$ cat src/rtl/dual_port_ram_arbiter_if.sv
// +-----------------------------------------------------------------------------+
// | dual_port_ram_arbiter_if : two Wishbone request ports plus two macro banks |
// | Rev 1.0                                                                     |
// +-----------------------------------------------------------------------------+
`default_nettype none

interface dual_port_ram_arbiter_if #(
  parameter int ADDR_WIDTH = 9,
  parameter int DATA_WIDTH = 32,
  parameter int SEL_WIDTH  = DATA_WIDTH / 8
);
  logic [1:0][ADDR_WIDTH-1:0] wb_addr_i;
  logic [1:0][DATA_WIDTH-1:0] wb_data_i;
  logic [1:0][SEL_WIDTH-1:0]  wb_sel_i;
  logic [1:0]                 wb_we_i;
  logic [1:0]                 wb_stb_i;
  logic [1:0]                 wb_stall_o;
  logic [1:0]                 wb_ack_o;
  logic [1:0][DATA_WIDTH-1:0] wb_data_o;
  logic [1:0]                 mem_en_o;
  logic [1:0]                 mem_we_o;
  logic [1:0][SEL_WIDTH-1:0]  mem_wmask_o;
  logic [1:0][ADDR_WIDTH-2:0] mem_addr_o;
  logic [1:0][DATA_WIDTH-1:0] mem_din_o;
  logic [1:0][DATA_WIDTH-1:0] mem_dout_i;
  logic [15:0]                conflict_cnt_o;

  modport slave (
    input  wb_addr_i, wb_data_i, wb_sel_i, wb_we_i, wb_stb_i, mem_dout_i,
    output wb_stall_o, wb_ack_o, wb_data_o, mem_en_o, mem_we_o, mem_wmask_o,
           mem_addr_o, mem_din_o, conflict_cnt_o
  );

  modport master (
    output wb_addr_i, wb_data_i, wb_sel_i, wb_we_i, wb_stb_i, mem_dout_i,
    input  wb_stall_o, wb_ack_o, wb_data_o, mem_en_o, mem_we_o, mem_wmask_o,
           mem_addr_o, mem_din_o, conflict_cnt_o
  );
endinterface

`default_nettype wire

$ cat src/rtl/dual_port_ram_arbiter.sv
// +-----------------------------------------------------------------------------+
// | dual_port_ram_arbiter : routes two Wishbone ports onto two RAM banks with  |
// | per-bank alternating priority on conflicts.                   Rev 1.0      |
// +-----------------------------------------------------------------------------+
`default_nettype none

module dual_port_ram_arbiter #(
  parameter int ADDR_WIDTH = 9,
  parameter int DATA_WIDTH = 32,
  parameter int SEL_WIDTH  = DATA_WIDTH / 8
) (
  input  wire logic               clk,
  input  wire logic               rst,
  dual_port_ram_arbiter_if.slave  bus
);

  logic [1:0]  w_bank;
  logic [1:0]  w_grant;
  logic        w_conflict;
  logic        w_winner;
  logic [1:0]  r_prio;
  logic [1:0]  r_ack;
  logic [1:0]  r_rd;
  logic [1:0]  r_bank;
  logic [15:0] r_cnt;

  logic [1:0]                 w_mem_en;
  logic [1:0]                 w_mem_we;
  logic [1:0][SEL_WIDTH-1:0]  w_mem_wmask;
  logic [1:0][ADDR_WIDTH-2:0] w_mem_addr;
  logic [1:0][DATA_WIDTH-1:0] w_mem_din;
  logic [1:0][DATA_WIDTH-1:0] w_wb_data;

  always_comb begin
    w_bank[0]  = bus.wb_addr_i[0][ADDR_WIDTH-1];
    w_bank[1]  = bus.wb_addr_i[1][ADDR_WIDTH-1];
    w_conflict = !rst && bus.wb_stb_i[0] && bus.wb_stb_i[1] && (w_bank[0] == w_bank[1]);
    w_winner   = r_prio[w_bank[0]];
    w_grant    = 2'b00;
    if (!rst) begin
      if (w_conflict) begin
        w_grant[w_winner] = 1'b1;
      end else begin
        w_grant = bus.wb_stb_i;
      end
    end
  end

  // A bank is never granted to both ports, so port B owning it identifies the source.
  generate
    for (genvar k = 0; k < 2; k++) begin : g_bank
      logic w_hit_a;
      logic w_hit_b;
      assign w_hit_a        = w_grant[0] && (w_bank[0] == 1'(k));
      assign w_hit_b        = w_grant[1] && (w_bank[1] == 1'(k));
      assign w_mem_en[k]    = w_hit_a | w_hit_b;
      assign w_mem_we[k]    = w_hit_b ? bus.wb_we_i[1] : (w_hit_a ? bus.wb_we_i[0] : 1'b0);
      assign w_mem_wmask[k] = w_hit_b ? bus.wb_sel_i[1] : (w_hit_a ? bus.wb_sel_i[0] : '0);
      assign w_mem_addr[k]  = w_hit_b ? bus.wb_addr_i[1][ADDR_WIDTH-2:0] :
                              (w_hit_a ? bus.wb_addr_i[0][ADDR_WIDTH-2:0] : '0);
      assign w_mem_din[k]   = w_hit_b ? bus.wb_data_i[1] : (w_hit_a ? bus.wb_data_i[0] : '0);
    end

    for (genvar p = 0; p < 2; p++) begin : g_port
      assign w_wb_data[p] = (r_ack[p] && r_rd[p]) ? bus.mem_dout_i[r_bank[p]] : '0;
    end
  endgenerate

  assign bus.mem_en_o       = w_mem_en;
  assign bus.mem_we_o       = w_mem_we;
  assign bus.mem_wmask_o    = w_mem_wmask;
  assign bus.mem_addr_o     = w_mem_addr;
  assign bus.mem_din_o      = w_mem_din;
  assign bus.wb_stall_o     = bus.wb_stb_i & ~w_grant;
  assign bus.wb_ack_o       = r_ack;
  assign bus.wb_data_o      = w_wb_data;
  assign bus.conflict_cnt_o = r_cnt;

  always_ff @(posedge clk) begin
    if (rst) begin
      r_ack  <= 2'b00;
      r_rd   <= 2'b00;
      r_bank <= 2'b00;
      r_prio <= 2'b00;
      r_cnt  <= 16'h0000;
    end else begin
      r_ack  <= w_grant;
      r_rd   <= w_grant & ~bus.wb_we_i;
      r_bank <= w_bank;
      if (w_conflict) begin
        // Hand the bank to the loser next time so nobody stalls twice in a row.
        r_prio[w_bank[0]] <= ~w_winner;
        if (r_cnt != 16'hFFFF) begin
          r_cnt <= r_cnt + 16'h0001;
        end
      end
    end
  end

endmodule

`default_nettype wire

$ cat src/flat_wrapper.sv
// flat-port wrapper written by rule: the top's interface ports become plain ports
module dual_port_ram_arbiter_flat 
#(
  parameter int ADDR_WIDTH = 9,
  parameter int DATA_WIDTH = 32,
  parameter int SEL_WIDTH  = DATA_WIDTH / 8
)
  (clk, rst, bus_wb_addr_i, bus_wb_data_i, bus_wb_sel_i, bus_wb_we_i, bus_wb_stb_i, bus_mem_dout_i, bus_wb_stall_o, bus_wb_ack_o, bus_wb_data_o, bus_mem_en_o, bus_mem_we_o, bus_mem_wmask_o, bus_mem_addr_o, bus_mem_din_o, bus_conflict_cnt_o);
  dual_port_ram_arbiter_if #(.ADDR_WIDTH(ADDR_WIDTH), .DATA_WIDTH(DATA_WIDTH), .SEL_WIDTH(SEL_WIDTH)) bus_i ();
  input  wire logic clk;
  input  wire logic rst;
  input wire logic [$bits(bus_i.wb_addr_i)-1:0] bus_wb_addr_i;
  input wire logic [$bits(bus_i.wb_data_i)-1:0] bus_wb_data_i;
  input wire logic [$bits(bus_i.wb_sel_i)-1:0] bus_wb_sel_i;
  input wire logic [$bits(bus_i.wb_we_i)-1:0] bus_wb_we_i;
  input wire logic [$bits(bus_i.wb_stb_i)-1:0] bus_wb_stb_i;
  input wire logic [$bits(bus_i.mem_dout_i)-1:0] bus_mem_dout_i;
  output wire logic [$bits(bus_i.wb_stall_o)-1:0] bus_wb_stall_o;
  output wire logic [$bits(bus_i.wb_ack_o)-1:0] bus_wb_ack_o;
  output wire logic [$bits(bus_i.wb_data_o)-1:0] bus_wb_data_o;
  output wire logic [$bits(bus_i.mem_en_o)-1:0] bus_mem_en_o;
  output wire logic [$bits(bus_i.mem_we_o)-1:0] bus_mem_we_o;
  output wire logic [$bits(bus_i.mem_wmask_o)-1:0] bus_mem_wmask_o;
  output wire logic [$bits(bus_i.mem_addr_o)-1:0] bus_mem_addr_o;
  output wire logic [$bits(bus_i.mem_din_o)-1:0] bus_mem_din_o;
  output wire logic [$bits(bus_i.conflict_cnt_o)-1:0] bus_conflict_cnt_o;
  assign bus_i.wb_addr_i = bus_wb_addr_i;
  assign bus_i.wb_data_i = bus_wb_data_i;
  assign bus_i.wb_sel_i = bus_wb_sel_i;
  assign bus_i.wb_we_i = bus_wb_we_i;
  assign bus_i.wb_stb_i = bus_wb_stb_i;
  assign bus_i.mem_dout_i = bus_mem_dout_i;
  assign bus_wb_stall_o = bus_i.wb_stall_o;
  assign bus_wb_ack_o = bus_i.wb_ack_o;
  assign bus_wb_data_o = bus_i.wb_data_o;
  assign bus_mem_en_o = bus_i.mem_en_o;
  assign bus_mem_we_o = bus_i.mem_we_o;
  assign bus_mem_wmask_o = bus_i.mem_wmask_o;
  assign bus_mem_addr_o = bus_i.mem_addr_o;
  assign bus_mem_din_o = bus_i.mem_din_o;
  assign bus_conflict_cnt_o = bus_i.conflict_cnt_o;
  dual_port_ram_arbiter #(.ADDR_WIDTH(ADDR_WIDTH), .DATA_WIDTH(DATA_WIDTH), .SEL_WIDTH(SEL_WIDTH)) u_core (.clk(clk), .rst(rst), .bus(bus_i));
endmodule
$ cat config.mk
export PLATFORM = sky130hd
export DESIGN_NAME = dual_port_ram_arbiter_flat
export DESIGN_NICKNAME = d
export VERILOG_FILES = /design/src/rtl/dual_port_ram_arbiter_if.sv /design/src/rtl/dual_port_ram_arbiter.sv /design/src/flat_wrapper.sv
export SDC_FILE = /design/constraint.sdc
export NUM_CORES = 1
export LEC_CHECK = 0
export ABC_CLOCK_PERIOD_IN_PS = 1700
export CORE_AREA = 2 2 129 131
export CTS_CLUSTER_DIAMETER = 100
export DETAILED_ROUTE_END_ITERATION = 16
export DIE_AREA = 0 0 131 133
export SYNTH_ARGS = -nofsm -noshare
export SYNTH_HDL_FRONTEND = slang
export SYNTH_SLANG_ARGS = --single-unit
$ cat constraint.sdc
create_clock -name clk -period 1.7 [get_ports clk]
set_input_delay 0.255 -clock clk [delete_from_list [all_inputs] [get_ports clk]]
set_output_delay 0.255 -clock clk [all_outputs]
set_load 0.02 [all_outputs]
==> run metrics, run 1 <==
status=finished with violations; failing checks=negative setup slack; post-synthesis cell type count=45; fmax=between 400 and 500 MHz; Post-synth top flop=dfxtp_1; area share of the largest cell type after synthesis=25.8%; Slew Limit Fails=0; Top Ports=around 340; xor/xnor share of the synthesized area=between 1 and 1.5%; cells after synthesis=388; Power Dens Cells=between 300 and 400 nW/um^2; Area contributors post-synth=a22o_1 26%, mux2i_1 22%, dfxtp_1 16%; vias in the first global route=roughly 5000; Port Buf Inserts=335; WL per Instance=18.7 um; yosys warns=0; final wirelength=~19000 um; design area=8290 um^2; worst setup margin=-462 ps; Synth Register Bits=24; CTS buffer count=3; CTS tree=built; Final Wtd Congestion=between 0.8 and 0.9; row count=47; top cells by count, synth=90 x a22o_1, 76 x nor2_1, 67 x mux2i_1; Diodes inserted=0; total grt overflow=0; Async SR Flop Fraction=0%; worst slack at placement=-1200 ps; Final Cycle Share=127%; Setup Skew=roughly 8.3 ps; largest net degree at the start of global routing=47; Fin. Hold Viols=0; Hold Crit Class=flip-flop to flip-flop; Hold Slack=506 ps; RSZ-0062 raised after global routing=true; Die Wd=~130 um; CP startpoint kind=flip-flop; adder-cell share of the synthesized area=less than 1%; Data arrival, critical path=~1900 ps; DRC viols=0; leakage power figure=3.60 nW; number of antenna violations at the first check in global routing=0; Power, Total=between 2 and 3 mW; H-Tree Level Count=1; drt first-iter violations=around 140; Worst Path Required=between 1000 and 1500 ps; Starting Density=a little under a fifth; final setup fails=roughly 100; synthesized area per cell=a little under 8 um^2; Core Box Area=between 15000 and 20000 um^2; Detailed Place HPWL=13300 um; EDFF count, synth=0; Die Area=17400 um^2; Clock Sink Count=24; Root Driver=clkbuf_16; Slew Limit Headroom=a little over two thirds; Via Count=approximately 5000; post-synthesis sequential area ratio=between 10% and 20%; min Tclk post-route=2160 ps; Reg clk slew, reported paths=around 70 ps; gr usage total=around 20%; Die Y=around 130 um; simple-gate share of the synthesized area=approximately 20%; first-pass GRT wire length=27400 um; main combinational cell family by area after synthesis=compound AO/OA/AOI/OAI gates; placed cell area=between 7000 and 8000 um^2; area grow syn2layout=171%; Antenna Nets Post-Route=0; crit end category=output pin; layout cells sized above 1=roughly 40%; # Max-Cap Violations=0; Final nets=967; worst-path maximum fanout=7; Slew @ Worst Pin=roughly 460 ps; top cell type by total area after synthesis=a22o_1; Compound-Gate Fraction of Synth Area=between 30% and 40%; clk buf depth=2; Peak VDD IR=around 370 uV; count of TritonRoute iterations in the first routing pass=4; worst skew pair latency=about 260 ps; synthesized net count=~550; crit path kind=flip-flop to output pin; Post-Syn Area=between 3000 and 4000 um^2; count leader, synth=a22o_1; Vias/cell=about 4.8; TNS Setup=-35580 ps; fraction of synthesized area in multiplexers=between 20% and 30%
-- cell type report --
cell class / count / area, um^2
Tap cell: 220 / 275
Clock inverter: 1 / 3.75
Multi-Input combinational cell: 323 / 2810
Timing Repair Buffer: 450 / 4590
Clock buffer: 3 / 75.1
Inverter: 4 / 15.0
Fill cell: 1499 / 7880
Sequential cell: 24 / 524
-- routing by layer --
metal | share of wire, % | up-vias | global-route usage, %
met1 | 40 | 2316 | 22.9
met3 | 7.4 | 32 | 4.00
met2 | 51 | 237 | 36.5
met4 | 2.0 | 0 | 5.14
met5 | 0 | - | 0
li1 | - | 2333 | -
-- layout by cell type, fill, tap and decap left out, types with 5 or more instances in the layout --
cell type        netlist  routed
a22o_1                90      73
a22o_4                 0      17
buf_12                 0      14
buf_16                 0       8
buf_2                  1       7
buf_4                  2      86
buf_6                  8      96
buf_8                  0       5
clkbuf_16              0       5
clkbuf_2               0      28
clkdlybuf4s15_1        0      20
clkdlybuf4s50_1        0     171
dfxtp_1               24       7
dfxtp_2                0       8
dfxtp_4                0       9
dlygate4sd2_1          0       9
mux2i_1               67      63
nand2_1               13      11
nor2_1                76      75
nor2b_1                9       8
-- final timing paths --
kind                                                    start                           end  slack, ps  cells past startpoint
worst max register to register  u_core.bus.conflict_cnt_o[14]  u_core.bus.conflict_cnt_o[3]        -30                      4
worst max-delay path                         u_core.r_prio[0]              bus_mem_din_o[0]       -460                      8
worst min register to register   u_core.bus.conflict_cnt_o[9]  u_core.bus.conflict_cnt_o[9]        510                      2
worst min-delay path             u_core.bus.conflict_cnt_o[9]  u_core.bus.conflict_cnt_o[9]        510                      2
-- power by group --
group          switching [mW]  internal, mW
sequential             0.0157         0.564
clock                   0.204         0.314
combinational           0.675         0.971
-- cell families (layout without fill, tap and decap cells) --
family          Yosys count  count (layout)
fa+ha+maj                 1               1
mux                      71              71
flops                    24              24
simple gates            134             134
compound gates          114             114
xor+xnor                  3               3
buf+inv                  41             458
-- sequential cells by signal, indices dropped and copies added (netlist names) --
register	cells
u_core.r_bank	2
u_core.r_prio	2
u_core.r_rd	2
u_core.bus.wb_ack_o	2
u_core.bus.conflict_cnt_o	16
-- critical path, stage by stage (launching register included) --
cell and delay [ps]:
dfxtp_4 370, mux2i_4 80, a311oi_4 320, and2_4 240, buf_12 120, buf_12 120, buf_6 100, a22o_1 180
buf_6 130
-- through the flow --
| stage | instances | util [%] |
|---|---|---|
| after floorplan | 388 | - |
| after global placement | 961 | 44.7 |
| after detailed placement | 961 | 44.7 |
| after CTS | 1016 | 51.0 |
| after global routing | 1025 | 51.3 |
| final | 1025 | 51.3 |
-- repair_timing --
item | in CTS | in global routing
hold buffers | 0 | 0
cloned | 11 | 2
gates resized for setup | 727 | 110
pin swaps | 50 | 34
endpoints found under the setup margin | 169 | 164
setup buffers | 41 | 19
Power figures use the tool's default switching activity.
==> run 2: changes to the inputs <==
--- a/config.mk
+++ b/config.mk
@@ -6,10 +6,12 @@
 export NUM_CORES = 1
 export LEC_CHECK = 0
 export ABC_CLOCK_PERIOD_IN_PS = 1700
-export CORE_AREA = 2 2 129 131
+export CAP_MARGIN = 20
+export CORE_AREA = 8 8 125 127
 export CTS_CLUSTER_DIAMETER = 100
 export DETAILED_ROUTE_END_ITERATION = 16
-export DIE_AREA = 0 0 131 133
+export DIE_AREA = 0 0 133 135
+export PLACE_DENSITY = 0.7
 export SYNTH_ARGS = -nofsm -noshare
 export SYNTH_HDL_FRONTEND = slang
 export SYNTH_SLANG_ARGS = --single-unit
==> run 2 against run 1 <==
The run still ends with negative setup slack left. Largest cell class unchanged. Clock-buffer cell count is 1 higher. Non-clock buffer count is 37 lower. Worst setup slack hardly changed. Critical path depth stayed put. Flip-flop and latch count stayed put. Combinational power is 8% lower. Critical endpoint is now bus_mem_din_o[50].
==> run metrics, run 2 (same netlist as run 1, synthesis figures left out) <==
status=finished with violations; failing checks=negative setup slack; Root Driver=clkbuf_16; Int Pwr=1.79 mW (-3.4%); Port Buf Inserts=335 (unchanged); first-pass GRT wire length=30000 um (+9.2%); max reg flops=16 (unchanged); M1 WL=7610 um (-0.50%); row count=43 (-8.5%); Non-Filler Instances=948 (-7.5%); largest net degree at the start of global routing=37 (-21%); max incr delay on CP=330 ps (-40 ps); count of TritonRoute iterations in the first routing pass=5 (+1); Setup Skew=4.23 ps (-4.08 ps); leading cell type in the layout, fill and taps excluded=clkdlybuf4s50_1; DRC viols=0 (unchanged); reg-to-reg startpoint=u_core.bus.conflict_cnt_o[0]; Power Dens Cells=349 nW/um^2 (+5.5%); Cells after DPL=930 (-3.2%); worst skew pair latency=260 ps (about the same); Core Box Area=13600 um^2 (-16%); # Max-Cap Violations=0 (unchanged); worst-path maximum fanout=5 (-2); final wirelength=20300 um (+6.0%); CP startpoint kind=flip-flop; net load switching power=857 uW (-4.3%); Slew Limit Fails=0 (unchanged); area grow syn2layout=147%; Met3 Wirelength=1860 um (+32%); Clock Sink Count=24 (unchanged); Detailed Place HPWL=16200 um (+21%); Clock power frac=21.1% (+2.2 points); Hold Crit Class=input port to flip-flop; Data arrival, critical path=1910 ps (about the same); worst setup margin=-461 ps (+0.251 ps); WL per Instance=21.4 um (+15%); Worst Min Path Start=bus_wb_addr_i[8]; Final nets=930 (-3.8%); TNS Setup=-35080 ps (+494 ps); Via Count=4731 (-3.8%); worst slack at placement=-1170 ps (+28.0 ps); Vias/cell=4.99 (+4.0%); metal2 WL=10400 um (+7.6%); RSZ-0062 raised after global routing=true; Final Wtd Congestion=0.928 (+4.7%); Reg clk slew, reported paths=60 ps (about the same); Hold Slack=483 ps (-23.6 ps); Hold Buf Count CTS=0 (unchanged); clk buf depth=2 (unchanged); final setup fails=92 (-11%); min Tclk post-route=2160 ps (-0.251 ps); CP startpoint=u_core.r_prio[0]; Slew @ Worst Pin=320 ps (-135 ps); gr usage total=20.7% (+0.94 points); Top Ports=336 (unchanged); number of antenna violations at the first check in global routing=0 (unchanged); Peak VDD IR=493 uV (+32%); Fin. Hold Viols=0 (unchanged); layout cells sized above 1=37.5% (-3.2 points); CTS tree=built; Slew Limit Headroom=78.5% (+8.9 points); crit path kind=flip-flop to output pin; Diodes inserted=0 (unchanged); Sequential Power Share=21.8% (+0.7 points); CTS buffer count=3 (unchanged); Worst Path Required=1440 ps (about the same); Die Wd=133 um (+1.5%); drt first-iter violations=227 (+58%); total grt overflow=0 (unchanged); fmax=463 MHz (about the same); crit end category=output pin; slowest stage cell, crit path=dfxtp_2; Max Used Layer=met4; Die Y=135 um (+1.5%); most frequent cells in the layout=172 x clkdlybuf4s50_1, 82 x buf_6, 76 x a22o_1, 75 x nor2_1, 64 x mux2i_1; leakage power figure=3.30 nW (-8.5%); Die Area=18000 um^2 (+3.1%); Sw Share=32.4% (-0.21 points); fillers=1229 (-18%); H-Tree Level Count=1 (unchanged); combinational share of power=57.1% (-2.9 points); crit-path cells=mux2i_2 -> a311oi_2 -> buf_4 -> and2_4 -> buf_12 -> buf_16 -> a22o_1 -> buf_6; Final Cycle Share=127% (about the same); vias in the first global route=4973 (-2.6%); Antenna Nets Post-Route=0 (unchanged); Starting Density=22.5% (+3.6 points)
## run 2: critical path, delay by kind of cell, from the launching register on
kind | cells | cell delay [ps]
buffers and inverters | 4 | 560
AO/OA/AOI/OAI | 2 | 380
AND/OR/NAND/NOR | 1 | 190
multiplexers | 1 | 190
flip-flops | 1 | 330
## run 2: final timing paths
kind | endpoint | slack (ps) | cells after the start
hold / removal | u_core.r_bank[0] | 480 | 4
hold reg to reg | u_core.bus.conflict_cnt_o[2] | 500 | 1
setup / recovery | bus_mem_din_o[50] | -460 | 8
setup reg to reg | u_core.bus.conflict_cnt_o[14] | 10 | 5
## run 2: area by class of cell
| cell class | count | area (um^2) | area share, % |
|---|---|---|---|
| multi-input cells | 323 | 2630 | 34.7 |
| well taps | 180 | 225 | 2.98 |
| repair buffers | 413 | 4090 | 54.0 |
| inverters | 4 | 15.0 | 0.198 |
| clock buffers | 4 | 88.8 | 1.17 |
| flip-flops and latches | 24 | 527 | 6.96 |
## run 2: what timing repair did
| item | 4_1_cts | 5_1_grt |
|---|---|---|
| setup buffers | 8 | 1 |
| pin swaps | 46 | 15 |
| gates cloned | 7 | 0 |
| resized for setup | 654 | 99 |
| endpoints found under the setup margin | 165 | 145 |
## run 2: per-layer routing
layer / GRT usage [%] / vias to the layer above
met4: 5.36 / 0
met5: 0 / -
met2: 37.4 / 235
met3: 6.84 / 34
met1: 22.9 / 2212
li1: - / 2250
## run 2: metrics by stage
stage | util [%] | area (um^2) | total power [mW]
2_1_floorplan | - | 3280 | 1.15
3_3_place_gp | 53.1 | 7230 | 1.97
3_5_place_dp | 53.1 | 7230 | 2.00
4_1_cts | 55.3 | 7520 | 2.63
5_1_grt | 55.6 | 7570 | 2.77
6_report | 55.6 | 7570 | 2.64
## run 2: power groups by stage
| stage | combinational, mW | clock (mW) | sequential (mW) |
|---|---|---|---|
| final | 1.51 | 0.557 | 0.578 |
| after global routing | 1.59 | 0.605 | 0.579 |
| after CTS | 1.48 | 0.569 | 0.581 |
| after detailed placement | 1.40 | 0 | 0.593 |
| after global placement | 1.38 | 0 | 0.594 |
| after floorplan | 0.557 | 0 | 0.592 |
==> run 3: changes to the inputs <==
--- a/config.mk
+++ b/config.mk
@@ -5,13 +5,14 @@
 export SDC_FILE = /design/constraint.sdc
 export NUM_CORES = 1
 export LEC_CHECK = 0
-export ABC_CLOCK_PERIOD_IN_PS = 1700
+export ABC_CLOCK_PERIOD_IN_PS = 1900
 export CAP_MARGIN = 20
 export CORE_AREA = 8 8 125 127
 export CTS_CLUSTER_DIAMETER = 100
 export DETAILED_ROUTE_END_ITERATION = 16
 export DIE_AREA = 0 0 133 135
 export PLACE_DENSITY = 0.7
+export SLEW_MARGIN = 20
 export SYNTH_ARGS = -nofsm -noshare
 export SYNTH_HDL_FRONTEND = slang
 export SYNTH_SLANG_ARGS = --single-unit
==> constraint.sdc (replaced) <==
create_clock -name clk -period 1.9 [get_ports clk]
set_input_delay 0.285 -clock clk [delete_from_list [all_inputs] [get_ports clk]]
set_output_delay 0.285 -clock clk [all_outputs]
set_load 0.02 [all_outputs]
==> run 3 against run 2 <==
Cell area grew 1.3%. The run still ends with negative setup slack left. Global-route usage rose by 0.60 points. Largest cell class unchanged. Largest power group unchanged. Worst setup slack better by 210 ps.
==> run metrics, run 3 (same netlist as run 1, synthesis figures left out) <==
failing checks=negative setup slack; Power, Total=2.51 mW (-5.0%); placed cell area=6870 um^2 (-5.0%); Slew Limit Fails=0 (unchanged); Port Buf Inserts=335 (unchanged); Die Y=135 um (unchanged); first-pass GRT wire length=30600 um (+2.2%); layout cells sized above 1=25.2% (-12 points); Worst Path Required=1620 ps (+180 ps); Hold Path Cell Cnt=2 (-2); R2R depth=4 (-1); DRC viols=0 (unchanged); leading cell type in the layout, fill and taps excluded=clkdlybuf4s50_1; Worst Min Path Start=bus_wb_addr_i[8]; fmax=about 460 MHz; Detailed Place HPWL=15000 um (-7.4%); Final Cycle Share=113%; Hold Slack=338 ps (-144 ps); Hold Buf Count CTS=0 (unchanged); RSZ-0062 raised after global routing=true; Non-Filler Instances=937 (-1.2%); Root Driver=clkbuf_16; crit path kind=flip-flop to output pin; max incr delay on CP=340 ps (about the same); Hold Crit Class=input port to flip-flop; clk buf depth=2 (unchanged); Slew @ Worst Pin=338 ps (+17.7 ps); count of TritonRoute iterations in the first routing pass=5 (unchanged); Starting Density=22.5% (unchanged); min Tclk post-route=approximately 2200 ps; worst reg-to-reg setup slack=50 ps (+40 ps); Fin. Hold Viols=0 (unchanged); # Max-Cap Violations=0 (unchanged); most frequent CP cell=buf_12; worst slack at placement=-1030 ps (+141 ps); crit-path cells=mux2i_4 -> a311oi_4 -> and2_4 -> buf_12 -> buf_12 -> buf_16 -> a22o_1 -> buf_6; row count=43 (unchanged); max reg flops=16 (unchanged); Die Wd=133 um (unchanged); total grt overflow=0 (unchanged); Diodes inserted=0 (unchanged); Min-Delay Endpoint=u_core.r_bank[0]; cell family contributing the most delay on the critical path=buffers and inverters; final core utilization=56.3% (+0.71 points); TNS Setup=-12520 ps (+22560 ps); leakage power figure=3.44 nW (+4.3%); Setup Skew=1.77 ps (-2.46 ps); worst setup margin=-252 ps (+209 ps); Cells after DPL=907 (-2.5%); CTS tree=built; Die Area=18000 um^2 (unchanged); Final nets=919 (-1.2%); design area=7660 um^2 (+1.3%); Core Box Area=13600 um^2 (unchanged); H-Tree Level Count=1 (unchanged); Antenna Nets Post-Route=0 (unchanged); WL per Instance=22.5 um (+5.0%); reg-to-reg startpoint=u_core.bus.conflict_cnt_o[11]; Top Ports=336 (unchanged); Final Wtd Congestion=0.868 (-6.5%); final setup fails=92 (unchanged); Power Dens Cells=328 nW/um^2 (-6.2%); worst skew pair latency=260 ps (about the same); Reg clk slew, reported paths=60 ps (about the same); CP startpoint kind=flip-flop; slowest stage cell, crit path=dfxtp_2; Reg-to-Reg End=u_core.bus.conflict_cnt_o[3]; final wirelength=21100 um (+3.8%); Via Count=4849 (+2.5%); gr usage total=21.3% (+0.60 points); drt first-iter violations=275 (+21%); most frequent cells in the layout=172 x clkdlybuf4s50_1, 94 x buf_6, 86 x a22o_1, 76 x nor2_1; Clock Sink Count=24 (unchanged); status=finished with violations; area grow syn2layout=150%; crit end category=output pin; Data arrival, critical path=1870 ps (-40 ps); CTS buffer count=3 (unchanged); largest net degree at the start of global routing=33 (-11%); Peak VDD IR=274 uV (-44%); number of antenna violations at the first check in global routing=0 (unchanged); Vias/cell=5.18 (+3.7%); worst-path maximum fanout=6 (+1); vias in the first global route=4878 (-1.9%); Buf/Inv on CP=4 (unchanged); Slew Limit Headroom=77.4% (-1.1 points)
[run 3: changes by cell type in the layout (fill, tap and decap cells not counted), moves of 10 or more]
cell | previous run | this run
dfxtp_1 | 5 | 19
buf_6 | 82 | 94
a22o_1 | 76 | 86
buf_4 | 60 | 34
dlygate4sd2_1 | 7 | 64
a22o_4 | 14 | 4
buf_2 | 29 | 2
clkbuf_2 | 24 | 1
[run 3: worst reg2reg max path: cells and delay by family, from the launching register on]
family,cells,cell delay [ps]
AND/OR/NAND/NOR,2,760
AO/OA/AOI/OAI,1,280
flip-flops,1,390
multiplexers,1,300
[run 3: worst max-delay path by stage]
stage | from | end | depth (start not counted)
after floorplan | bus_wb_addr_i[8] | bus_mem_addr_o[0] | 7
after global placement | bus_wb_addr_i[8] | bus_mem_din_o[42] | 7
after detailed placement | bus_wb_addr_i[8] | bus_mem_wmask_o[7] | 7
after CTS | u_core.r_prio[1] | bus_mem_wmask_o[7] | 8
after global routing | u_core.r_prio[0] | bus_mem_wmask_o[7] | 8
final | u_core.r_prio[1] | bus_mem_wmask_o[7] | 8
[run 3: area by class of cell]
cell class                 count  area, um^2
timing repair buffer         402        4360
sequential                    24         487
inverter                       4        15.0
clock buffer                   3        75.1
multi-input combinational    323        2470
clock inverter                 1        30.0
tap                          180         225
fill                        1202        5950
[run 3: timing repair]
action	4_1_cts	5_1_grt
endpoints found under the setup margin	163	101
cloned	15	3
pin swaps	73	26
setup buffers	8	5
gates resized for setup	660	12
[run 3: where the power goes]
group | switching (mW) | internal, mW
Combinational | 0.591 | 0.789
Clock | 0.189 | 0.419
Sequential | 0.00934 | 0.514
[run 3: metal layers]
metal	GRT usage [%]	part of all wire [%]	vias to the layer above
li1	-	-	2229
met1	25.8	40	2352
met5	0	0	-
met2	37.6	51	245
met4	4.29	1.5	0
met3	4.94	8.0	23
